[config.mk]
export PLATFORM = sky130hd
export DESIGN_NAME = mod_sub_pipe
export DESIGN_NICKNAME = d
export VERILOG_FILES = /design/src/rtl/mod_sub_pipe.sv
export SDC_FILE = /design/constraint.sdc
export NUM_CORES = 2
export LEC_CHECK = 0
export CAP_MARGIN = 20
export CORE_MARGIN = 4
export CORE_UTILIZATION = 62
export DETAILED_ROUTE_END_ITERATION = 7
export MAX_ROUTING_LAYER = met4
export PLACE_DENSITY = 0.89
export SETUP_SLACK_MARGIN = 0.5
export SYNTH_ARGS = -nofsm -noshare
export SYNTH_HDL_FRONTEND = slang
export SYNTH_SLANG_ARGS = --single-unit
[constraint.sdc]
create_clock -name clk -period 12.8 [get_ports clk]
set_input_delay 3.84 -clock clk [delete_from_list [all_inputs] [get_ports clk]]
set_output_delay 3.84 -clock clk [all_outputs]
set_load 0.02 [all_outputs]
[src/rtl/mod_sub_pipe.sv]
// Three-stage pipelined modular subtractor: res = (a - b) mod q.
// Borrow chain split at SPLIT bits; final +q correction registered; valid/ready on both ends.
module mod_sub_pipe #(
    parameter int unsigned WIDTH = 128,
    parameter int unsigned SPLIT = 64
) (
    input  logic             clk,
    input  logic             rst_n,
    input  logic [WIDTH-1:0] q,
    input  logic             in_valid,
    output logic             in_ready,
    input  logic [WIDTH-1:0] a,
    input  logic [WIDTH-1:0] b,
    output logic             out_valid,
    input  logic             out_ready,
    output logic [WIDTH-1:0] res,
    output logic             wrapped
);

    localparam int unsigned HI_W  = WIDTH - SPLIT;
    localparam int unsigned HI_W1 = HI_W + 1;

    logic             en_c;
    logic             v1;
    logic             v2;
    logic             v3;

    logic [SPLIT-1:0] d_lo1;
    logic             bw1;
    logic [HI_W-1:0]  a_hi1;
    logic [HI_W-1:0]  b_hi1;
    logic [WIDTH-1:0] q1;

    logic [WIDTH-1:0] d2;
    logic             neg2;
    logic [WIDTH-1:0] q2;

    logic [SPLIT:0]   lo_diff_c;
    logic [HI_W:0]    hi_diff_c;
    logic [WIDTH-1:0] corr_c;

    // Whole pipe advances together unless the output slot is full and not taken.
    assign en_c      = !v3 || out_ready;
    assign in_ready  = en_c;
    assign out_valid = v3;

    // Zero-extended differences: the extra MSB is the segment borrow.
    assign lo_diff_c = {1'b0, a[SPLIT-1:0]} - {1'b0, b[SPLIT-1:0]};
    assign hi_diff_c = {1'b0, a_hi1} - {1'b0, b_hi1} - HI_W1'(bw1);
    assign corr_c    = d2 + q2;

    // Stage 1: low half of the borrow chain.
    always_ff @(posedge clk or negedge rst_n) begin
        if (!rst_n) begin
            v1    <= 1'b0;
            d_lo1 <= '0;
            bw1   <= 1'b0;
            a_hi1 <= '0;
            b_hi1 <= '0;
            q1    <= '0;
        end else if (en_c) begin
            v1    <= in_valid;
            d_lo1 <= lo_diff_c[SPLIT-1:0];
            bw1   <= lo_diff_c[SPLIT];
            a_hi1 <= a[WIDTH-1:SPLIT];
            b_hi1 <= b[WIDTH-1:SPLIT];
            q1    <= q;
        end
    end

    // Stage 2: high half with incoming borrow; final borrow marks a < b.
    always_ff @(posedge clk or negedge rst_n) begin
        if (!rst_n) begin
            v2   <= 1'b0;
            d2   <= '0;
            neg2 <= 1'b0;
            q2   <= '0;
        end else if (en_c) begin
            v2   <= v1;
            d2   <= {hi_diff_c[HI_W-1:0], d_lo1};
            neg2 <= hi_diff_c[HI_W];
            q2   <= q1;
        end
    end

    // Stage 3: conditional +q correction, wrapping modulo 2^WIDTH.
    always_ff @(posedge clk or negedge rst_n) begin
        if (!rst_n) begin
            v3      <= 1'b0;
            res     <= '0;
            wrapped <= 1'b0;
        end else if (en_c) begin
            v3      <= v2;
            res     <= neg2 ? corr_c : d2;
            wrapped <= neg2;
        end
    end

endmodule

After elaboration in Yosys (flattened, before gate mapping)
Index checks and enable logic that the tools add are counted.

Reductions and logical operators: 2. Multiplexer cells: 1. $add $sub $neg: 4.

Operator list (number): 64-bit by 64-bit subtractor with 65-bit output (2); 128-bit adder (1); 128-bit 2-to-1 mux (1); 65-bit by 1-bit subtractor with 65-bit output (1); 1-bit logical NOT (1); 1-bit logical OR (1).

Output and inout bits: 131. Register bits: 710. Word-level logic and storage cells: 20. Input port bits: 388.

Depth between registers and ports, before layout
Word-level depth: 2. Mapped depth: 18. Mapped depth without buffers: 18.

Worst setup path before layout
No wires, ideal clock.

Path type: input to output. Start: in out_ready. End: out in_ready. Cell stages on the path: 6. Slack: 3.879 ns. Data arrival time: 5.081 ns. Path through: nor2b_1 -> clkbuf_1 -> inv_2 -> clkbuf_1 -> clkbuf_1 -> clkbuf_1.

Cells in the longest elaborated chain, start to end: 1.

RTL lines: from (decl) (RTL line 15) `input logic out_ready,`; 1-bit logical OR (RTL line 43) `assign en_c = !v3 || out_ready;`; to (decl) (RTL line 11) `output logic in_ready,`.

Every way passes these cells.

Worst setup path after layout
Ends and elaborated chain as after synthesis.

==> metrics.md <==
| Metric | Value |
|---|---|
| Status | `finished clean` |
| Syn_nets | `6218` |
| Syn avg cell area | `8.00 sq um` |
| Leak | `25.4 nW` |
| Htree depth | `3` |
| Routed len/inst | `20.8 um` |
| Layout Cells excl Fill | `6864` |
| Synthesized area | `44100 sq um` |
| Peak supply drop | `0.171 mV` |
| DR vias/cell | `5.99` |
| Register bit total from synthesis | `710` |
| Final hold vios | `0` |
| Gr ovfl total | `0` |
| Vias in the first global route | `39700` |
| Core footprint | `70300 sq um` |
| Sequential fraction of the synthesis area | `40.3%` |
| Most common cell in the netlist | `nand2_1` |
| Share of cells above drive strength 1 | `3.43%` |
| Share of the synthesized area in the top cell type | `40.3%` |
| Footprint of the multi-input gates | `24000 sq um` |
| Yosys top cell by area | `dfrtp_1` |
| Post-CTS sizing | `0` |
| Asr flop ratio synth | `100%` |
| Skew-Pair Late Insertion Delay | `0.64 ns` |
| First-pass GRT wire length | `220000 um` |
| Crit-path max FO | `98` |
| Post-DP HPWL | `108000 um` |
| Synth cell types | `81` |
| RSZ-0062 raised after global routing | `false` |
| Critical path endpoint category | `primary output` |
| Router iterations before antenna repair | `6` |
| Remaining DRCs | `0` |
| Post-synth EDFFs | `0` |
| Post-synth top cells | `nand2_1 (1612), dfrtp_1 (710), a21oi_1 (475)` |
| Ys flop type | `dfrtp_1` |
| Largest net degree at the start of global routing | `135` |
| DRT iter0 DRCs | `4397` |
| Port-buffer cells | `518` |
| Max_cap viols | `0` |
| Synth area leaders | `dfrtp_1 (40%), nand2_1 (14%), ha_1 (9.0%)` |
| Tmin final | `9.33 ns` |
| Clock root cell | `clkbuf_16` |
| FF-to-FF setup slack | `7.73 ns` |
| Final-report max-slew violation count | `0` |
| Die area | `75400 sq um` |
| Post-CTS Setup Inserts | `0` |
| CP Class | `in -> out` |
| Worst endpoint required time | `8.96 ns` |
| Register Area | `17800 sq um` |
| Worst clock skew | `0.0277 ns` |
| Via count | `41100` |
| Clock Pin Slew Worst Setup and Hold Paths | `0.07 ns` |
| GP Congestion | `1.02` |
| Antenna-violating nets left | `0` |
| Hold crit path type | `reg -> reg` |
| DRT Wirelength | `143000 um` |
| Critical Path AT | `5.49 ns` |
| Period utilization | `72.9%` |
| Synth Instances | `5509` |
| Inserted Clock Buffers | `77` |
| DP Cell Count | `6710` |
| CP startpoint kind | `input port` |
| CTS Hold Bufs | `0` |
| Row cnt | `97` |
| Yosys warns | `0` |
| Slew @ Worst Pin | `1.14 ns` |
| Ports | `519` |
| Die extent in x | `275 um` |
| TritonCTS clock tree | `built` |
| Gr usage total | `38.0%` |
| Max-slew headroom | `24.2%` |
| Final nets | `6562` |
| Min Hold Slack | `0.465 ns` |
| Cell Pwr Density | `277 nW/um^2` |
| FMAX | `0.107 GHz` |
| Area Overhead vs Synth | `18.9%` |
| Setup TNS | `0 ns` |
| # clock sinks | `710` |
| Final setup violation count | `0` |
| Initial antenna violation count | `9` |
| Max Buffers Root-to-Sink | `3` |
| # fillers | `5147` |
| Starting Density | `62.7%` |
| Chip height | `275 um` |
-- sequential cells by signal (all words and copies together) (netlist names), 64 cells and up --
name and count:
a_hi1 64, b_hi1 64, d2 128, d_lo1 64, q1 128, q2 128, res 128
-- metrics by stage --
| step | power (mW) | utilization [%] | setup slack (ns) | instance area [sq um] |
|---|---|---|---|---|
| 4_1_cts | 14.3 | 74.4 | 3.38 | 52300 |
| 3_3_place_gp | 11.7 | 70.6 | 3.38 | 49600 |
| 6_report | 14.5 | 74.5 | 3.47 | 52400 |
| 5_1_grt | 15.4 | 74.5 | 3.34 | 52400 |
| 2_1_floorplan | 9.23 | - | 3.88 | 44100 |
| 3_5_place_dp | 11.9 | 70.6 | 3.39 | 49600 |
-- cell usage in the layout, fill, tap and decap left out, types with 11 or more instances in the layout --
| cell type | instances |
|---|---|
| buf_4 | 26 |
| nand2b_1 | 27 |
| nor3_1 | 38 |
| clkinv_2 | 12 |
| nand3_1 | 62 |
| o31ai_1 | 19 |
| inv_1 | 329 |
| a21oi_1 | 475 |
| or3_1 | 19 |
| a211oi_1 | 27 |
| clkbuf_8 | 16 |
| o21bai_1 | 63 |
| dfrtp_1 | 709 |
| and3_1 | 29 |
| a221o_1 | 11 |
| nor4_1 | 11 |
| nor2b_1 | 20 |
| xor2_1 | 88 |
| ha_1 | 317 |
| clkdlybuf4s50_1 | 517 |
| o21a_1 | 23 |
| nand2_1 | 1612 |
| nor2_1 | 287 |
| clkbuf_16 | 77 |
| nand4_1 | 94 |
| o21ai_0 | 360 |
| mux2i_1 | 76 |
| o211ai_1 | 23 |
| and2_1 | 21 |
| a31oi_1 | 34 |
| a21o_1 | 140 |
| xnor2_1 | 149 |
-- critical path, cell delays in order --
cell             delay [ns]
clkdlybuf4s50_1        0.51
nor2b_4                0.08
inv_8                  0.35
clkdlybuf4s50_1        0.72
-- path summary, 6_finish.rpt --
path                            from        end  cells after the start
max reg2reg                      bw1    d2[124]                     19
max in group asynchronous      rst_n  a_hi1[18]                      3
min reg2reg                    q1[3]      q2[3]                      2
min in group asynchronous      rst_n     q1[15]                      1
max                        out_ready   in_ready                      4
min                            q1[3]      q2[3]                      2
-- kinds of logic after synthesis --
group | synth area share, %
and+or+nand+nor | 21.2
AOI/OAI and AO/OA | 17.6
DFF | 40.3
buffers and inverters | 5.28
adders and majority gates | 9.18
xor gates and xnor gates | 4.71
muxes | 1.78
-- per-layer routing --
metal  global-route usage [%]  vias up  wire (um)
met5                        -        -          0
met4                     12.2        0       5400
met3                     6.16      295      12400
met2                     59.8     1770      66000
met1                     51.0    19900      59000
li1                         -    19200          -
-- power by group --
part | internal, mW | total (mW) | switching, mW
logic | 3.18 | 8.37 | 5.19
registers | 3.10 | 3.81 | 0.702
clock network | 1.36 | 2.33 | 0.976
-- cell type report --
cell class / instances / area share (%)
clock inverters: 37 / 0.893
diodes: 10 / 0.0478
clock buffers: 103 / 4.17
inverters: 331 / 2.39
multi-input cells: 4183 / 45.8
flip-flops and latches: 710 / 33.9
well taps: 940 / 2.25
repair buffers: 550 / 10.5
Power figures use the tool's default switching activity.
